**config.mk**
```make
export PLATFORM = sky130hd
export DESIGN_NAME = lsu_req_ctrl
export DESIGN_NICKNAME = d
export VERILOG_FILES = /design/src/rtl/lsu_req_ctrl.sv
export SDC_FILE = /design/constraint.sdc
export NUM_CORES = 1
export LEC_CHECK = 0
export CAP_MARGIN = 15
export CELL_PAD_IN_SITES_DETAIL_PLACEMENT = 1
export CELL_PAD_IN_SITES_GLOBAL_PLACEMENT = 2
export CORE_MARGIN = 2
export CORE_UTILIZATION = 29
export CTS_CLUSTER_DIAMETER = 30
export DETAILED_ROUTE_END_ITERATION = 8
export PLACE_DENSITY = 0.83
export SLEW_MARGIN = 20
export SYNTH_ARGS = -nofsm -noshare
export SYNTH_HDL_FRONTEND = slang
export SYNTH_SLANG_ARGS = --single-unit
```
**constraint.sdc**
```tcl
create_clock -name clock -period 9.95 [get_ports clock]
set_input_delay 1.4925 -clock clock [delete_from_list [all_inputs] [get_ports clock]]
set_output_delay 1.4925 -clock clock [all_outputs]
set_load 0.05 [all_outputs]
```
**src/rtl/lsu_req_ctrl.sv**
```systemverilog
// LSU request controller: one load/store at a time, alignment check, lane steering and extension.
// Optional WAIT timeout is compiled in when LSU_TIMEOUT_EN is defined.
module lsu_req_ctrl #(
  parameter int unsigned TIMEOUT_CYCLES = 255
) (
  input  logic        clock,
  input  logic        reset,
  input  logic        in_valid,
  output logic        in_ready,
  input  logic        in_wen,
  input  logic [31:0] in_addr,
  input  logic [31:0] in_wdata,
  input  logic [1:0]  in_size,
  input  logic        in_unsigned,
  output logic        out_valid,
  input  logic        out_ready,
  output logic [31:0] out_rdata,
  output logic        out_err,
  output logic        io_lsu_reqValid,
  output logic [31:0] io_lsu_addr,
  output logic        io_lsu_wen,
  output logic [31:0] io_lsu_wdata,
  output logic [3:0]  io_lsu_wmask,
  output logic [1:0]  io_lsu_size,
  input  logic        io_lsu_respValid,
  input  logic [31:0] io_lsu_rdata
);

  typedef enum logic [1:0] {StIdle, StReq, StWait, StDone} state_e;

  state_e      state_q, state_d;
  logic        in_ready_q, in_ready_d;
  logic        out_valid_q, out_valid_d;
  logic        out_err_q, out_err_d;
  logic [31:0] out_rdata_q, out_rdata_d;
  logic        req_valid_q, req_valid_d;
  logic [31:0] addr_q, addr_d;
  logic        wen_q, wen_d;
  logic [31:0] wdata_q, wdata_d;
  logic [3:0]  wmask_q, wmask_d;
  logic [1:0]  size_q, size_d;
  logic        uns_q, uns_d;

`ifdef LSU_TIMEOUT_EN
  localparam logic [15:0] TimeoutLim = 16'(TIMEOUT_CYCLES);
  logic [15:0] cnt_q, cnt_d;
`endif

  function automatic logic misaligned(input logic [1:0] size, input logic [1:0] off);
    unique case (size)
      2'b00:   misaligned = 1'b0;
      2'b01:   misaligned = off[0];
      2'b10:   misaligned = (off != 2'b00);
      default: misaligned = 1'b1;
    endcase
  endfunction

  function automatic logic [3:0] lane_mask(input logic [1:0] size, input logic [1:0] off);
    unique case (size)
      2'b00:   lane_mask = 4'b0001 << off;
      2'b01:   lane_mask = 4'b0011 << off;
      default: lane_mask = 4'b1111;
    endcase
  endfunction

  // Shift the addressed bytes down to bit 0, then sign- or zero-extend.
  function automatic logic [31:0] load_align(input logic [31:0] rdata, input logic [1:0] off,
                                             input logic [1:0] size, input logic uns);
    logic [31:0] d;
    d = rdata >> {off, 3'b000};
    unique case (size)
      2'b00:   load_align = uns ? {24'd0, d[7:0]} : {{24{d[7]}}, d[7:0]};
      2'b01:   load_align = uns ? {16'd0, d[15:0]} : {{16{d[15]}}, d[15:0]};
      default: load_align = d;
    endcase
  endfunction

  always_comb begin
    state_d     = state_q;
    in_ready_d  = in_ready_q;
    out_valid_d = out_valid_q;
    out_err_d   = out_err_q;
    out_rdata_d = out_rdata_q;
    req_valid_d = 1'b0;
    addr_d      = addr_q;
    wen_d       = wen_q;
    wdata_d     = wdata_q;
    wmask_d     = wmask_q;
    size_d      = size_q;
    uns_d       = uns_q;
`ifdef LSU_TIMEOUT_EN
    cnt_d       = cnt_q;
`endif

    unique case (state_q)
      StIdle: begin
        if (in_valid) begin
          in_ready_d = 1'b0;
          if (misaligned(in_size, in_addr[1:0])) begin
            state_d     = StDone;
            out_valid_d = 1'b1;
            out_err_d   = 1'b1;
            out_rdata_d = 32'd0;
          end else begin
            state_d     = StReq;
            req_valid_d = 1'b1;
            addr_d      = in_addr;
            wen_d       = in_wen;
            wdata_d     = in_wen ? (in_wdata << {in_addr[1:0], 3'b000}) : 32'd0;
            wmask_d     = in_wen ? lane_mask(in_size, in_addr[1:0]) : 4'b0000;
            size_d      = in_size;
            uns_d       = in_unsigned;
          end
        end
      end
      StReq, StWait: begin
        if (io_lsu_respValid) begin
          state_d     = StDone;
          out_valid_d = 1'b1;
          out_err_d   = 1'b0;
          out_rdata_d = wen_q ? 32'd0 : load_align(io_lsu_rdata, addr_q[1:0], size_q, uns_q);
        end else if (state_q == StReq) begin
          state_d = StWait;
`ifdef LSU_TIMEOUT_EN
          cnt_d   = 16'd0;
`endif
        end
`ifdef LSU_TIMEOUT_EN
        else if (cnt_q + 16'd1 == TimeoutLim) begin
          state_d     = StDone;
          out_valid_d = 1'b1;
          out_err_d   = 1'b1;
          out_rdata_d = 32'd0;
        end else begin
          cnt_d = cnt_q + 16'd1;
        end
`endif
      end
      StDone: begin
        if (out_ready) begin
          state_d     = StIdle;
          in_ready_d  = 1'b1;
          out_valid_d = 1'b0;
          out_err_d   = 1'b0;
          out_rdata_d = 32'd0;
          addr_d      = 32'd0;
          wen_d       = 1'b0;
          wdata_d     = 32'd0;
          wmask_d     = 4'b0000;
          size_d      = 2'b00;
          uns_d       = 1'b0;
        end
      end
      default: state_d = StIdle;
    endcase
  end

  always_ff @(posedge clock or posedge reset) begin
    if (reset) begin
      state_q     <= StIdle;
      in_ready_q  <= 1'b1;
      out_valid_q <= 1'b0;
      out_err_q   <= 1'b0;
      out_rdata_q <= 32'd0;
      req_valid_q <= 1'b0;
      addr_q      <= 32'd0;
      wen_q       <= 1'b0;
      wdata_q     <= 32'd0;
      wmask_q     <= 4'b0000;
      size_q      <= 2'b00;
      uns_q       <= 1'b0;
`ifdef LSU_TIMEOUT_EN
      cnt_q       <= 16'd0;
`endif
    end else begin
      state_q     <= state_d;
      in_ready_q  <= in_ready_d;
      out_valid_q <= out_valid_d;
      out_err_q   <= out_err_d;
      out_rdata_q <= out_rdata_d;
      req_valid_q <= req_valid_d;
      addr_q      <= addr_d;
      wen_q       <= wen_d;
      wdata_q     <= wdata_d;
      wmask_q     <= wmask_d;
      size_q      <= size_d;
      uns_q       <= uns_d;
`ifdef LSU_TIMEOUT_EN
      cnt_q       <= cnt_d;
`endif
    end
  end

  assign in_ready        = in_ready_q;
  assign out_valid       = out_valid_q;
  assign out_err         = out_err_q;
  assign out_rdata       = out_rdata_q;
  assign io_lsu_reqValid = req_valid_q;
  assign io_lsu_addr     = addr_q;
  assign io_lsu_wen      = wen_q;
  assign io_lsu_wdata    = wdata_q;
  assign io_lsu_wmask    = wmask_q;
  assign io_lsu_size     = size_q;

endmodule

```
# Word level (Yosys, flattened, before mapping)
# Cells that the tools add are included.
# word_totals
ff_bits,110
inputBits,105
# op_classes
muxes,53
shifts,4
reduce_logical,10
n_eq_ne,12
# ops
op,count
2-to-1 mux 32 bit,12
case mux 32 bit (2 select lines),3
case mux 32 bit (3 select lines),1
left shift 32 x 5 -> 32 bit,1
>> shifter 32 x 5 -> 32 bit,1
2-to-1 mux 1 bit,16
2-to-1 mux 4 bit,4
case mux 4 bit (2 select lines),2
2-to-1 mux 2 bit,7
"inequality test 2 bit, second input constant",5
case mux 1 bit (3 select lines),3
AND reduction 4 bit,2
"equality test 2 x 1 -> 1 bit, second input constant",3
"equality test 2 bit, second input constant",3
logical NOT 2 bit,3
case mux 1 bit (2 select lines),3
case mux 2 bit (3 select lines),1
AND reduction 3 bit,2
case mux 2 bit (2 select lines),1
nonzero test 2 bit,2
"left shift 1 x 2 -> 4 bit, first input constant",1
"left shift 2 x 2 -> 4 bit, first input constant",1
"inequality test 3 bit, second input constant",1
OR reduction 2 bit,1

# Longest topological paths before layout
# Gate-level depths: netlist of the first run.
# logic_depth
depth_word,7
depth_mapped,8
mapped_depth_nobuf,6

# Worst setup path before layout of the first run
# No wires, ideal clock.
# synth_path
kind,input-to-reg
startpoint,input port in_size[0]
endpoint,"register addr_q[21], in the netlist io_lsu_addr[21]"
arrival_time_ns,2.673
path_buffers,1
path_slack_ns,7.153
required_ns,9.825
path_stages,5
setup_time_ns,0.125
cell_sequence,a21oi_1 -> or3b_1 -> o211ai_2 -> buf_2 -> mux2_2
# synth_between
elab_chain_cells,6
word_cells_on_any_way,8
cone_classes,3 x eq/ne; 3 x mux; 2 x reduce/logical
# synth_lines
item,line,text
from (decl),13,"input logic [1:0] in_size,"
equality test 2 bit (tied with other cells),50,unique case (size)
case mux 1 bit (3 select lines) (*),50,
2-to-1 mux 1 bit (*),97,if (in_valid) begin
2-to-1 mux 1 bit (*),95,unique case (state_q)
inequality test 2 bit (no source line) (*),--,
AND reduction 4 bit (no source line) (*),--,
to (signal assigned),182,addr_q <= addr_d;
to (decl),37,"logic [31:0] addr_q, addr_d;"
# Mark *: on every way between the ends. The rest lies on a longest branch, timed or not. The select of a mux whose other input is x is not followed.
# A chain may end at the register's enable or synchronous reset.

# Worst setup path after layout of the first run
# layout_path
startpoint,input port in_addr[1]
endpoint,"register wdata_q[13], in the netlist io_lsu_wdata[13]"
# layout_between
elab_chain_cells,6
word_cells_on_any_way,11
cone_classes,1 x eq/ne; 1 x shift; 7 x mux; 2 x reduce/logical
# layout_lines
item,line,text
from (decl),11,"input logic [31:0] in_addr,"
branches (longest 6 deep; another with left shift 32 x 5 -> 32 bit),--,
to (signal assigned),184,wdata_q <= wdata_d;
to (decl),39,"logic [31:0] wdata_q, wdata_d;"
# Several ways; the timed one is not identified. The select of a mux whose other input is x is not followed.

==> reports/metrics.cfg, run 1 <==
[yosys]
muxShareOfSynthArea_pct=17.4
synth-simple-area-share_pct=10.9
synth-seq-cells=110
synth_warnings=0
syn_area_per_cell_sq_um=11.3
ys_async_sr_fraction_pct=100
syn_area_sq_mm=0.00554
synth_area_leaders=dfrtp_1, mux2_2, mux2i_1, a32o_1, nor2b_1
yosysSeqAreaShare_pct=49.7
synth_adder_area_share_pct=0.903
synthCells=491
synthXorXnorAreaFrac_pct=0
netlist.area_leader.share_pct=49.2
ys_types=38
synth_top_family_by_area=multiplexers
synthesis.nets=600
synth_edf_count=0
synth.top_cells.by_count=dfrtp_1, nand2_1, nor2b_1
synth_ff_type=dfrtp_1
synth-compound-area-share_pct=17.2
yosys.area.top_type=dfrtp_1
synth.most_common_cell=dfrtp_1

[layout]
layout.cells.non_filler=917
antenna_cells=0
nets=787
nFillCells=2021
syn_to_final_growth_pct=45.9
drive_above_1_share_pct=10.4
fin_util_pct=43.2

[power]
p_leak_nw=3.49
power_density_mw_per_mm2=326
p_int_mw=1.37
seq_power_share_pct=26.4
p_sw_share_pct=48.0
vdd_drop_max_mv=0.170
p_sw_mw=1.27
comb_power_share_pct=60.5
clock_power_share_pct=13.1

[clock_tree]
cts_setup_buffers=0
cts-root-buf=clkbuf_16
clock_latency_ns=0.35
clkSlewWorstSetupHoldPaths_ns=0.07
clock_path_buffers=2
cts_tree=yes
cts-resized-gates=0
cts_buffers=9
clock_tree.htree_level_count=3
cts.sinks=110
cts_hold_buf=0

[global_route]
grt_pass1_vias=5058
grt_pass1_wl_um=27700
grt_start_max_net_pins=60
gr-usage-all-layers_pct=17.5
grt-ovfl-total=0
antenna_found_initial=0

[worst_setup_path]
crit_fanout=42
regToRegSetupSlack_ns=6.75
cp_slowest_cell=clkdlybuf4s50_1
critPathLaunchType=input pin
path_cells=clkdlybuf4s50_1 > nor3_1 > or3b_1 > o211ai_4 > buf_4 > mux2_2
critical_path_arrival_ns=4.54
crit_path_end=io_lsu_wdata[13]$_DFFE_PP0P_
end_kind=flip-flop
required_ns=10.19
max_stage_delay_ns=0.97
worstSetupPathType=input pin to flip-flop
worstReg2RegStart=state_q[0]$_DFFE_PP0P_
r2r_cells=6
crit_start=in_addr[1]
worstReg2RegEnd=io_lsu_wdata[13]$_DFFE_PP0P_

[routing]
wirelength_um=17700
ant_nets=0
first_iter_violations=135
post-route-drc-count=0
vias_per_cell=5.10
vias=4681
first_pass_iters=4
wire_per_inst_um=19.3

[die]
die-area_sq_mm=0.0202
start_util_pct=29.6
pin_count=212
fp-row-count=50
die_h_um=142
die_w_um=142
core_sq_mm=0.0187

[placement]
dp_slack_ns=5.20
gp_congestion=0.825
dp_hpwl_um=13000
io_buffer_count=211
dp.cells=901

[sta]
worst_clock_skew_ns=0.00914
period_share_pct=43.2
fin_ws_ns=5.66
hold_viol=0
rsz0062_at_grt=no
tns_ns=0
worstMarginPinSlew_ns=1.01
slew_headroom_pct=32.4
period_minus_slack_ns=4.29
timing.hold.ws_ns=0.496
max_freq_mhz=233
setup_viol=0
slew_viol_final=0

[hold_path]
hp-class=flip-flop to flip-flop

[flow_run]
drv_cap=0

[outcome]
status=finished, final reports clean

## layer usage
metal  GRT usage (%)  vias to the layer above  wire length, um
li1                -                     2151                -
met1            22.4                     2348             7660
met2            28.7                      162             8410
met3            4.74                       20             1300
met4            5.63                        0              294
met5               0                        -                0
## state kept, by name, indices dropped and copies added (netlist names)
signal,count
io_lsu_size,2
out_err,1
uns_q,1
io_lsu_wmask,4
io_lsu_wdata,32
in_ready,1
io_lsu_wen,1
out_rdata,32
io_lsu_reqValid,1
out_valid,1
state_q,2
io_lsu_addr,32
## worst min-delay path by stage
stage                                 start                            to  slack, ns  depth (start not counted)
3_3_place_gp   io_lsu_wdata[26]$_DFFE_PP0P_  io_lsu_wdata[26]$_DFFE_PP0P_       0.48                          1
5_1_grt            out_rdata[3]$_DFFE_PP0P_      out_rdata[3]$_DFFE_PP0P_       0.51                          1
2_1_floorplan        state_q[1]$_DFFE_PP0P_        state_q[1]$_DFFE_PP0P_       0.51                          1
4_1_cts            out_rdata[3]$_DFFE_PP0P_      out_rdata[3]$_DFFE_PP0P_       0.50                          1
3_5_place_dp       out_rdata[3]$_DFFE_PP0P_      out_rdata[3]$_DFFE_PP0P_       0.48                          1
6_report        io_lsu_addr[29]$_DFFE_PP0P_   io_lsu_addr[29]$_DFFE_PP0P_       0.50                          1
## final cells by class
cell class / instances / area (sq um) / area share [%]
Sequential cell: 110 / 2750 / 34.0
Multi-Input combinational cell: 331 / 2580 / 31.9
Timing Repair Buffer: 217 / 2150 / 26.6
Tap cell: 234 / 293 / 3.62
Clock buffer: 9 / 225 / 2.78
Clock inverter: 7 / 50.0 / 0.619
Inverter: 9 / 36.3 / 0.449
## power by group through the flow
stage	Clock (mW)	Sequential [mW]	Combinational, mW
global route	0.374	0.717	1.70
floorplan	0	1.16	0.660
global placement	0	0.701	1.58
detailed placement	0	0.706	1.62
finish	0.345	0.698	1.60
CTS	0.356	0.699	1.62
## cell families (layout without fill, tap and decap cells)
| logic type | count (synthesis) | after routing |
|---|---|---|
| DFF | 110 | 110 |
| buffers and inverters | 50 | 242 |
| and+or+nand+nor | 122 | 122 |
| muxes | 88 | 88 |
| AOI/OAI and AO/OA | 117 | 117 |
| adders and majority gates | 4 | 4 |
## critical path, delay by kind of cell
| kind | cells | cell delay, ns |
|---|---|---|
| compound gates | 1 | 0.43 |
| buf+inv | 2 | 1.53 |
| mux | 1 | 0.39 |
| simple gates | 2 | 0.67 |
## stage by stage
stage          power (mW)  area (sq um)
2_1_floorplan        1.82          5540
3_3_place_gp         2.29          7810
3_5_place_dp         2.32          7810
4_1_cts              2.68          8090
5_1_grt              2.79          8090
6_report             2.64          8090
## placed cells by master, fill, tap and decap left out, types with 4 or more instances in the layout
master and n:
a211o_1 7, a22o_1 29, a2bb2oi_1 8, a32o_1 31
buf_4 6, clkbuf_16 9, clkdlybuf4s50_1 210, dfrtp_1 109
ha_1 4, inv_1 8, mux2_1 4, mux2_2 41
mux2i_1 41, nand2_1 51, nor2_1 17, nor2b_1 44
o21ai_0 30
(Power assumes the default switching activity.)
==> run 2: changes to the inputs <==
CORE_UTILIZATION = 27   (was 29)
PLACE_DENSITY = 0.78   (was 0.83)
clock period = 4.5 ns   (was 9.95 ns; I/O delays follow)
==> run 2 against run 1 <==
Against the previous run:
- sequential power is 120% higher
- clock power grew to 2.6 times the previous value
- via count is 2.5% higher
- clock skew is 0.0015 ns lower
- hold slack hardly changed
- design area is 1.7% higher
- core utilization is 2.5 points lower
- wire length is 8.0% higher
- critical endpoint is now io_lsu_addr[31]$_DFFE_PP0P_
- largest cell class unchanged
==> reports/metrics.cfg, run 2 (same netlist as run 1, synthesis figures left out) <==
[clock_tree]
clock_latency_ns=0.35
cts_hold_buf=0
cts_setup_buffers=0
cts_buffers=9
cts_tree=yes
cts-resized-gates=0
clock_path_buffers=2
clkSlewWorstSetupHoldPaths_ns=0.07
cts-root-buf=clkbuf_16
cts.sinks=110
clock_tree.htree_level_count=3

[worst_setup_path]
critical_path_arrival_ns=3.22
cp_slowest_cell=clkdlybuf4s50_1
crit_buf_inv=3
critPathTopFamily=buffers and inverters
end_kind=flip-flop
path_common_cell=buf_4
path_cells=clkdlybuf4s50_1 > buf_4 > nor3_1 > or3b_1 > o211ai_4 > buf_4 > mux2_2
critPathLaunchType=input pin
crit_fanout=26
required_ns=4.74
max_stage_delay_ns=0.47
worstSetupPathType=input pin to flip-flop

[placement]
gp_congestion=0.786
io_buffer_count=211
dp_hpwl_um=14000

[layout]
nets=792
final_common_cell=clkdlybuf4s50_1
drive_above_1_share_pct=11.0
final_cell_mix=clkdlybuf4s50_1, dfrtp_1, nand2_1
syn_to_final_growth_pct=48.4
antenna_cells=0

[routing]
first_iter_violations=168
vias_per_cell=5.01
vias=4798
wirelength_um=19100
post-route-drc-count=0
wire_per_inst_um=19.9
first_pass_iters=4
ant_nets=0

[sta]
max_freq_mhz=335
period_share_pct=66.4
worstMarginPinSlew_ns=0.865
rsz0062_at_grt=no
timing.hold.ws_ns=0.496
setup_viol=0
hold_viol=0
slew_headroom_pct=42.3
period_minus_slack_ns=2.99
tns_ns=0
worst_clock_skew_ns=0.00760
slew_viol_final=0

[power]
power_density_mw_per_mm2=732
vdd_drop_max_mv=0.320
p_leak_nw=3.54

[die]
core_sq_mm=0.0202
die_w_um=147
pin_count=212
start_util_pct=27.5
die-area_sq_mm=0.0217
fp-row-count=52
die_h_um=147

[global_route]
grt_pass1_vias=5137
gr-usage-all-layers_pct=17.5
grt_start_max_net_pins=46
grt-ovfl-total=0
antenna_found_initial=2
grt_pass1_wl_um=29700

[flow_run]
drv_cap=0

[outcome]
status=finished, final reports clean

[hold_path]
hp-class=flip-flop to flip-flop

run 2: changes by cell type in the layout (fill, tap and decap cells not counted):
| cell | change |
|---|---|
| clkinv_2 | -3 |
| and4_1 | +1 |
| bufinv_16 | +2 |
| buf_4 | +5 |
| and4_2 | -1 |
| ha_1 | -1 |
| clkinv_4 | -1 |
| inv_6 | +2 |
| ha_2 | +1 |
run 2: through the flow:
step                cell area, sq um  power (mW)  setup slack (ns)  utilization [%]  instances
floorplan                       5540        4.02             0.924                -        491
global placement                7900        5.08              1.22             39.2        942
detailed placement              7900        5.18              1.11             39.2        942
CTS                             8230        6.10              1.45             40.8        958
global route                    8230        6.36              1.25             40.8        958
finish                          8230        6.02              1.51             40.8        958
run 2: area by class of cell:
cell class | count | area (sq um)
inverters | 9 | 36.3
multi-input cells | 331 | 2580
clock inverters | 7 | 104
flip-flops and latches | 110 | 2750
repair buffers | 222 | 2190
fillers | 2206 | 11900
clock buffers | 9 | 225
well taps | 270 | 338
run 2: power by group:
part,internal [mW],leakage [nW],switching [mW]
sequential,1.32,1.45,0.228
combinational,1.34,1.94,2.23
clock,0.497,0.155,0.395
total,3.16,3.54,2.86
run 2: final timing paths:
kind	startpoint	end	slack, ns	cells after the start
max in group asynchronous	reset	in_ready$_DFFE_PP1P_	2.80	3
worst max register to register	state_q[0]$_DFFE_PP0P_	io_lsu_addr[31]$_DFFE_PP0P_	1.52	5
min in group asynchronous	reset	io_lsu_wdata[2]$_DFFE_PP0P_	0.75	2
worst max-delay path	in_addr[1]	io_lsu_addr[31]$_DFFE_PP0P_	1.51	7
worst min register to register	io_lsu_addr[26]$_DFFE_PP0P_	io_lsu_addr[26]$_DFFE_PP0P_	0.50	1
worst min-delay path	io_lsu_addr[26]$_DFFE_PP0P_	io_lsu_addr[26]$_DFFE_PP0P_	0.50	1
run 2: per-layer routing:
| layer | global-route usage, % | vias to the layer above | share of wire [%] |
|---|---|---|---|
| li1 | - | 2172 | - |
| met1 | 22.1 | 2439 | 42 |
| met2 | 29.5 | 162 | 49 |
| met3 | 5.16 | 21 | 7.3 |
| met4 | 4.52 | 4 | 1.4 |
| met5 | 0 | - | 0.13 |
run 2: worst register-to-register path: stages (launching register included):
cell      delay [ns]
dfrtp_1         0.41
ha_2            0.78
a22oi_2         0.37
o211ai_4        0.44
buf_4           0.47
mux2_2          0.40
